===== config.mk =====
export PLATFORM = sky130hd
export DESIGN_NAME = red_pitaya_lpf_cascade
export DESIGN_NICKNAME = d
export VERILOG_FILES = /design/src/rtl/red_pitaya_lpf_cascade.sv
export SDC_FILE = /design/constraint.sdc
export NUM_CORES = 1
export LEC_CHECK = 0
export CORE_MARGIN = 4
export CORE_UTILIZATION = 55
export DETAILED_ROUTE_END_ITERATION = 10
export PLACE_DENSITY = 0.83
export SLEW_MARGIN = 25
export SYNTH_ARGS = -nofsm -noshare
export SYNTH_HDL_FRONTEND = slang
export SYNTH_SLANG_ARGS = --single-unit

===== constraint.sdc =====
create_clock -name clk_i -period 14 [get_ports clk_i]
set_input_delay 2.8 -clock clk_i [delete_from_list [all_inputs] [get_ports clk_i]]
set_output_delay 2.8 -clock clk_i [all_outputs]
set_load 0.05 [all_outputs]

===== src/rtl/red_pitaya_lpf_cascade.sv =====
// ---------------------------------------------------------------------------
// red_pitaya_lpf_cascade
//
// Purpose:
//   A chain of NSTAGES first-order IIR sections. Each section can be set to
//   bypass, lowpass or highpass, and each has its own bandwidth shift. The
//   chain gives a steeper roll-off in front of the PID/IQ paths.
//   The shift/mode settings are shadow inputs. They take effect together,
//   in one clock, when load_i is pulsed. The highpass output saturates and
//   raises a sticky flag. A busy window covers the pipeline flush that
//   follows a reconfiguration.
//
// Ports:
//   clk_i      system clock
//   rstn_i     asynchronous active-low reset
//   shift_i    shadow shift per stage, stage k in [k*SHIFTBITS +: SHIFTBITS]
//   mode_i     shadow mode per stage, {highpass,on} in [2k+1:2k], on=0 bypass
//   load_i     one-cycle strobe that copies the shadow config into the active one
//   sat_clr_i  clears sat_o
//   signal_i   signed input sample, one per clock
//   signal_o   signed, registered output of the last stage
//   sat_o      sticky flag: a highpass stage clipped since the last clear
//   busy_o     high for 2*NSTAGES cycles after the latest load_i
// ---------------------------------------------------------------------------
`timescale 1ns/1ps

module red_pitaya_lpf_cascade #(
    parameter int NSTAGES    = 4,
    parameter int SIGNALBITS = 14,
    parameter int SHIFTBITS  = 5,
    parameter int MAXSHIFT   = 24
) (
    input  logic                           clk_i,
    input  logic                           rstn_i,
    input  logic [NSTAGES*SHIFTBITS-1:0]   shift_i,
    input  logic [2*NSTAGES-1:0]           mode_i,
    input  logic                           load_i,
    input  logic                           sat_clr_i,
    input  logic signed [SIGNALBITS-1:0]   signal_i,
    output logic signed [SIGNALBITS-1:0]   signal_o,
    output logic                           sat_o,
    output logic                           busy_o
);

    localparam int SB   = SIGNALBITS;
    localparam int DW   = SIGNALBITS + 1;
    localparam int ACCW = SIGNALBITS + MAXSHIFT;
    localparam int CNTW = $clog2(2*NSTAGES + 1);

    localparam logic [CNTW-1:0]      BUSYLOAD = CNTW'(2*NSTAGES);
    localparam logic [SHIFTBITS-1:0] MAXS     = SHIFTBITS'(MAXSHIFT);
    localparam logic [SHIFTBITS-1:0] MINS     = SHIFTBITS'(1);
    localparam logic [SB-1:0]        SMAX     = {1'b0, {(SB-1){1'b1}}};
    localparam logic [SB-1:0]        SMIN     = {1'b1, {(SB-1){1'b0}}};
    localparam logic [ACCW-1:0]      AMAX     = {1'b0, {(ACCW-1){1'b1}}};
    localparam logic [ACCW-1:0]      AMIN     = {1'b1, {(ACCW-1){1'b0}}};

    // Active configuration, the sticky saturation flag and the busy counter
    logic [NSTAGES*SHIFTBITS-1:0] r_shift;
    logic [2*NSTAGES-1:0]         r_mode;
    logic                         r_sat;
    logic [CNTW-1:0]              r_busyCnt;

    // Per-stage outputs and highpass clip indications, gathered from the generate loop
    logic [NSTAGES-1:0][SB-1:0]   w_stageOut;
    logic [NSTAGES-1:0]           w_clipHp;

    // The active config changes only on a load strobe. Filter state is
    // left alone, so switching modes is bumpless.
    always_ff @(posedge clk_i or negedge rstn_i) begin
        if (!rstn_i) begin
            r_shift <= '0;
            r_mode  <= '0;
        end else if (load_i) begin
            r_shift <= shift_i;
            r_mode  <= mode_i;
        end
    end

    // Each load restarts the flush window, even if one is already running
    always_ff @(posedge clk_i or negedge rstn_i) begin
        if (!rstn_i) begin
            r_busyCnt <= '0;
        end else if (load_i) begin
            r_busyCnt <= BUSYLOAD;
        end else if (r_busyCnt != '0) begin
            r_busyCnt <= r_busyCnt - 1'b1;
        end
    end

    // A clip has priority over a clear, so a saturation in the same cycle as a clear is not lost
    always_ff @(posedge clk_i or negedge rstn_i) begin
        if (!rstn_i) begin
            r_sat <= 1'b0;
        end else if (|w_clipHp) begin
            r_sat <= 1'b1;
        end else if (sat_clr_i) begin
            r_sat <= 1'b0;
        end
    end

    genvar k;
    generate
        for (k = 0; k < NSTAGES; k++) begin : gen_stage
            logic [SB-1:0]        w_x;
            logic [SHIFTBITS-1:0] w_shRaw;
            logic [SHIFTBITS-1:0] w_sh;
            logic [SHIFTBITS-1:0] w_amt;
            logic [SB-1:0]        w_yo;
            logic [DW-1:0]        w_delta;
            logic                 w_clip;
            logic [SB-1:0]        w_sat;
            logic [ACCW-1:0]      w_deltaExt;
            logic [ACCW-1:0]      w_inc;
            logic [ACCW:0]        w_sum;
            logic [ACCW-1:0]      w_yNext;
            logic                 w_on;
            logic                 w_hp;

            logic [ACCW-1:0]      r_y;
            logic [DW-1:0]        r_delta;
            logic [SB-1:0]        r_o;

            if (k == 0) begin : gen_first
                assign w_x = signal_i;
            end else begin : gen_chain
                assign w_x = w_stageOut[k-1];
            end

            assign w_on    = r_mode[2*k];
            assign w_hp    = r_mode[2*k+1];
            assign w_shRaw = r_shift[k*SHIFTBITS +: SHIFTBITS];

            // A shift of 0 behaves like 1. Shifts above MAXSHIFT are pinned to MAXSHIFT.
            assign w_sh  = (w_shRaw < MINS) ? MINS : ((w_shRaw > MAXS) ? MAXS : w_shRaw);
            assign w_amt = MAXS - w_sh;

            // The accumulator's integer part is its top SB bits. Delta has one extra bit, so the full input swing fits.
            assign w_yo    = r_y[ACCW-1 -: SB];
            assign w_delta = {w_x[SB-1], w_x} - {w_yo[SB-1], w_yo};

            // A delta that does not fit in SB bits is clipped for the highpass output
            assign w_clip = (w_delta[DW-1] != w_delta[DW-2]);
            assign w_sat  = w_clip ? (w_delta[DW-1] ? SMIN : SMAX) : w_delta[SB-1:0];

            // Gain 2^-s: sign-extend the registered delta, then scale it into the fractional field.
            // The loop delay can overshoot, so the sum saturates instead of wrapping.
            assign w_deltaExt = {{(ACCW-DW){r_delta[DW-1]}}, r_delta};
            assign w_inc      = w_deltaExt << w_amt;
            assign w_sum      = {r_y[ACCW-1], r_y} + {w_inc[ACCW-1], w_inc};
            assign w_yNext    = (w_sum[ACCW] != w_sum[ACCW-1]) ? (w_sum[ACCW] ? AMIN : AMAX)
                                                                : w_sum[ACCW-1:0];

            // The filter state runs in every mode, so a mode switch does not cause a jump.
            // The highpass output uses the same difference that is written into the delta register.
            // That keeps the stage at one cycle of latency.
            always_ff @(posedge clk_i or negedge rstn_i) begin
                if (!rstn_i) begin
                    r_y     <= '0;
                    r_delta <= '0;
                    r_o     <= '0;
                end else begin
                    r_y     <= w_yNext;
                    r_delta <= w_delta;
                    if (!w_on) begin
                        r_o <= w_x;
                    end else if (!w_hp) begin
                        r_o <= w_yo;
                    end else begin
                        r_o <= w_sat;
                    end
                end
            end

            assign w_stageOut[k] = r_o;
            assign w_clipHp[k]   = w_on & w_hp & w_clip;
        end
    endgenerate

    assign signal_o = w_stageOut[NSTAGES-1];
    assign sat_o    = r_sat;
    assign busy_o   = (r_busyCnt != '0);

endmodule


==> results_dict.tcl <==
set metrics [dict create \
    path_class "reg2reg" \
    wl_per_cell_microns 18.3 \
    insertion_delay_ns 0.58 \
    fin_crit_ns 7.25 \
    grt.total_usage 0.267 \
    slew_headroom 0.346 \
    path_clk_slew_ns 0.06 \
    drive_above_1_share 0.0543 \
    row_count 79 \
    nets 3389 \
    via_per_inst 6.18 \
    max_freq_ghz 0.138 \
    ys_seq_area_frac 0.292 \
    multiInputGateArea_sq_mm 0.0171 \
    ant_nets 0 \
    hp-class "reg2reg" \
    critPathMaxStageDelay_ns 0.74 \
    synth_warnings 0 \
    ys_seq_elements 301 \
    endpoint_kind "flop" \
    critPathSlowestCell "o22ai_2" \
    seq_area_sq_mm 0.00753 \
    post-dp-hpwl_mm 51.5 \
    hold_viol 0 \
    grt_overflow 0 \
    synth_cell_types 90 \
    routed_wl_mm 68.7 \
    drt-pass1-iter-count 8 \
    synthesis.nets 3423 \
    max_slew.worst_pin.slew_ns 0.981 \
    ys.flop_type "dfrtp_1" \
    rrSetupSlack_ns 6.75 \
    hold_path_depth 1 \
    cts_root_buf "clkbuf_16" \
    numCtsBuffers 37 \
    place.gp.congestion 0.967 \
    synthTopCellsByCount "a21oi_1 (366), dfrtp_1 (301), nand2_1 (281), nor2_1 (258), ha_1 (213)" \
    r2r_cells 20 \
    drc 0 \
    grt_max_degree 87 \
    setup_tns_ns 0 \
    crit_required_ns 14.46 \
    io_buffers 61 \
    post_cts_resize_count 0 \
    die_h_microns 224 \
    arrival_ns 7.71 \
    crit_path_max_fanout 35 \
    die_w_microns 224 \
    syn_area_sq_mm 0.0258 \
    crit_path_start_kind "flop" \
    post-synth-top-count-cell "a21oi_1" \
    ctsHoldBuffers 0 \
    setup_viol 0 \
    synthArstFlopShare 1.00 \
    drt_iter0_drc 1873 \
    tritoncts "yes" \
    yosys-top-cells-area "dfrtp_1 (29%), ha_1 (10%), a21oi_1 (7.1%)" \
    synth_top_area_cell "dfrtp_1" \
    antenna_cells 0 \
    slew_viol_final 0 \
    nFillCells 4037 \
    first_global_vias 21900 \
    skew_ns 0.0391 \
    core_area_sq_mm 0.0465 \
    fin_crit_sh 0.518 \
    grt_pass1_wl_mm 112 \
    antenna_found_initial 1 \
    vias 23200 \
    status "complete, no violations" \
    io_pins 62 \
    cap_violations 0 \
    rsz0062_at_grt "false" \
    synth_cells 3156 \
    floorplan.initialDensity 0.555 \
    dieArea_sq_mm 0.0504 \
    htree_num_levels 2 \
    syn_area_per_cell_sq_um 8.17 \
    cts_setup_buffers 0 \
    cts_max_path_buffers 3 \
    synth_top_area_frac 0.292 \
    cts_sinks 301 \
    synth_edf_count 0 \
    path_cells "nor3_1 -> nor2_1 -> o22ai_2 -> inv_1 -> ha_1 -> inv_1 -> nor2_1 -> a21oi_1 -> mux2i_1 -> mux2i_1 -> a21o_1 -> ha_1 -> and3_1 -> nand4_1 -> or3_1 -> o41ai_2 -> xnor2_1 -> nand2_2 -> and3_1 -> a2111oi_1" \
    areaGrowthSynthToFinish_pct 8.95 \
]
==> layer usage <==
layer / routed length, microns / track usage / vias up
met5: 0 / 0 / -
met4: 2330 / 0.0917 / 0
met3: 4250 / 0.0334 / 158
met2: 31100 / 0.428 / 839
met1: 31000 / 0.375 / 10900
li1: - / - / 11300
==> sequential cells by signal, summed over array words and instances (netlist names) <==
| signal | cells |
|---|---|
| gen_stage.r_o | 42 |
| r_mode | 8 |
| gen_stage.r_delta | 60 |
| signal_o | 14 |
| sat_o | 1 |
| gen_stage.r_y | 152 |
| r_busyCnt | 4 |
| r_shift | 20 |
==> path summary, 6_finish.rpt <==
| path | start | to |
|---|---|---|
| max | r_shift[18]$_DFFE_PN0P_ | gen_stage[3].r_y[35]$_DFF_PN0_ |
| min | gen_stage[2].r_o[3]$_DFF_PN0_ | signal_o[3]$_DFF_PN0_ |
| max reg2reg | r_shift[18]$_DFFE_PN0P_ | gen_stage[3].r_y[35]$_DFF_PN0_ |
| min reg2reg | gen_stage[2].r_o[3]$_DFF_PN0_ | signal_o[3]$_DFF_PN0_ |
| max in group asynchronous | rstn_i | gen_stage[2].r_y[30]$_DFF_PN0_ |
| min in group asynchronous | rstn_i | gen_stage[2].r_delta[1]$_DFF_PN0_ |
==> metrics by stage <==
step	area [sq um]	setup slack, ns	util	cells	hold WS, ns
after CTS	28000	6.84	0.602	3753	0.492
final	28100	6.75	0.605	3754	0.494
after floorplan	25800	8.23	-	3156	0.474
after global routing	28100	6.15	0.605	3754	0.522
after detailed placement	26700	6.91	0.575	3689	0.502
after global placement	26700	6.69	0.575	3689	0.502
==> cell families (layout without fill, tap and decap cells) <==
family | after synthesis | after routing | share of synthesized area
compound gates | 1057 | 1057 | 0.247
flops | 301 | 301 | 0.292
simple gates | 831 | 831 | 0.147
fa+ha+maj | 240 | 240 | 0.117
mux | 215 | 215 | 0.0854
buf+inv | 333 | 324 | 0.0498
xor+xnor | 179 | 179 | 0.0611
==> layout make-up <==
type                       count  share of cell area
multi-input combinational   2522               0.609
timing repair buffer          76              0.0266
sequential                   301               0.268
tap                          607              0.0270
clock buffer                  48              0.0366
clock inverter                16             0.00802
inverter                     184              0.0246
==> critical path: cells and delay by family (launching register included) <==
| family | cells | cell delay, ns |
|---|---|---|
| simple gates | 8 | 2.28 |
| fa+ha+maj | 2 | 1.05 |
| xor+xnor | 1 | 0.36 |
| buf+inv | 2 | 0.56 |
| compound gates | 5 | 1.88 |
| mux | 2 | 0.54 |
| flops | 1 | 0.44 |
==> placed cells by master, fill, tap and decap left out, types with 34 or more instances in the layout <==
master	instances
a21oi_1	366
dfrtp_1	301
nand2_1	278
nor2_1	257
ha_1	213
o21ai_0	205
inv_1	180
mux2i_1	176
xnor2_1	110
a21o_1	92
o21ai_1	81
xor2_1	63
clkdlybuf4s50_1	59
nand3_1	51
and2_1	43
o22ai_1	41
nor3_1	41
mux2_2	39
clkbuf_16	38
a211oi_1	34
Power is left out: the tool's default activity adds up to more than one toggle a clock period on the data nets, which glitch-free logic cannot reach.
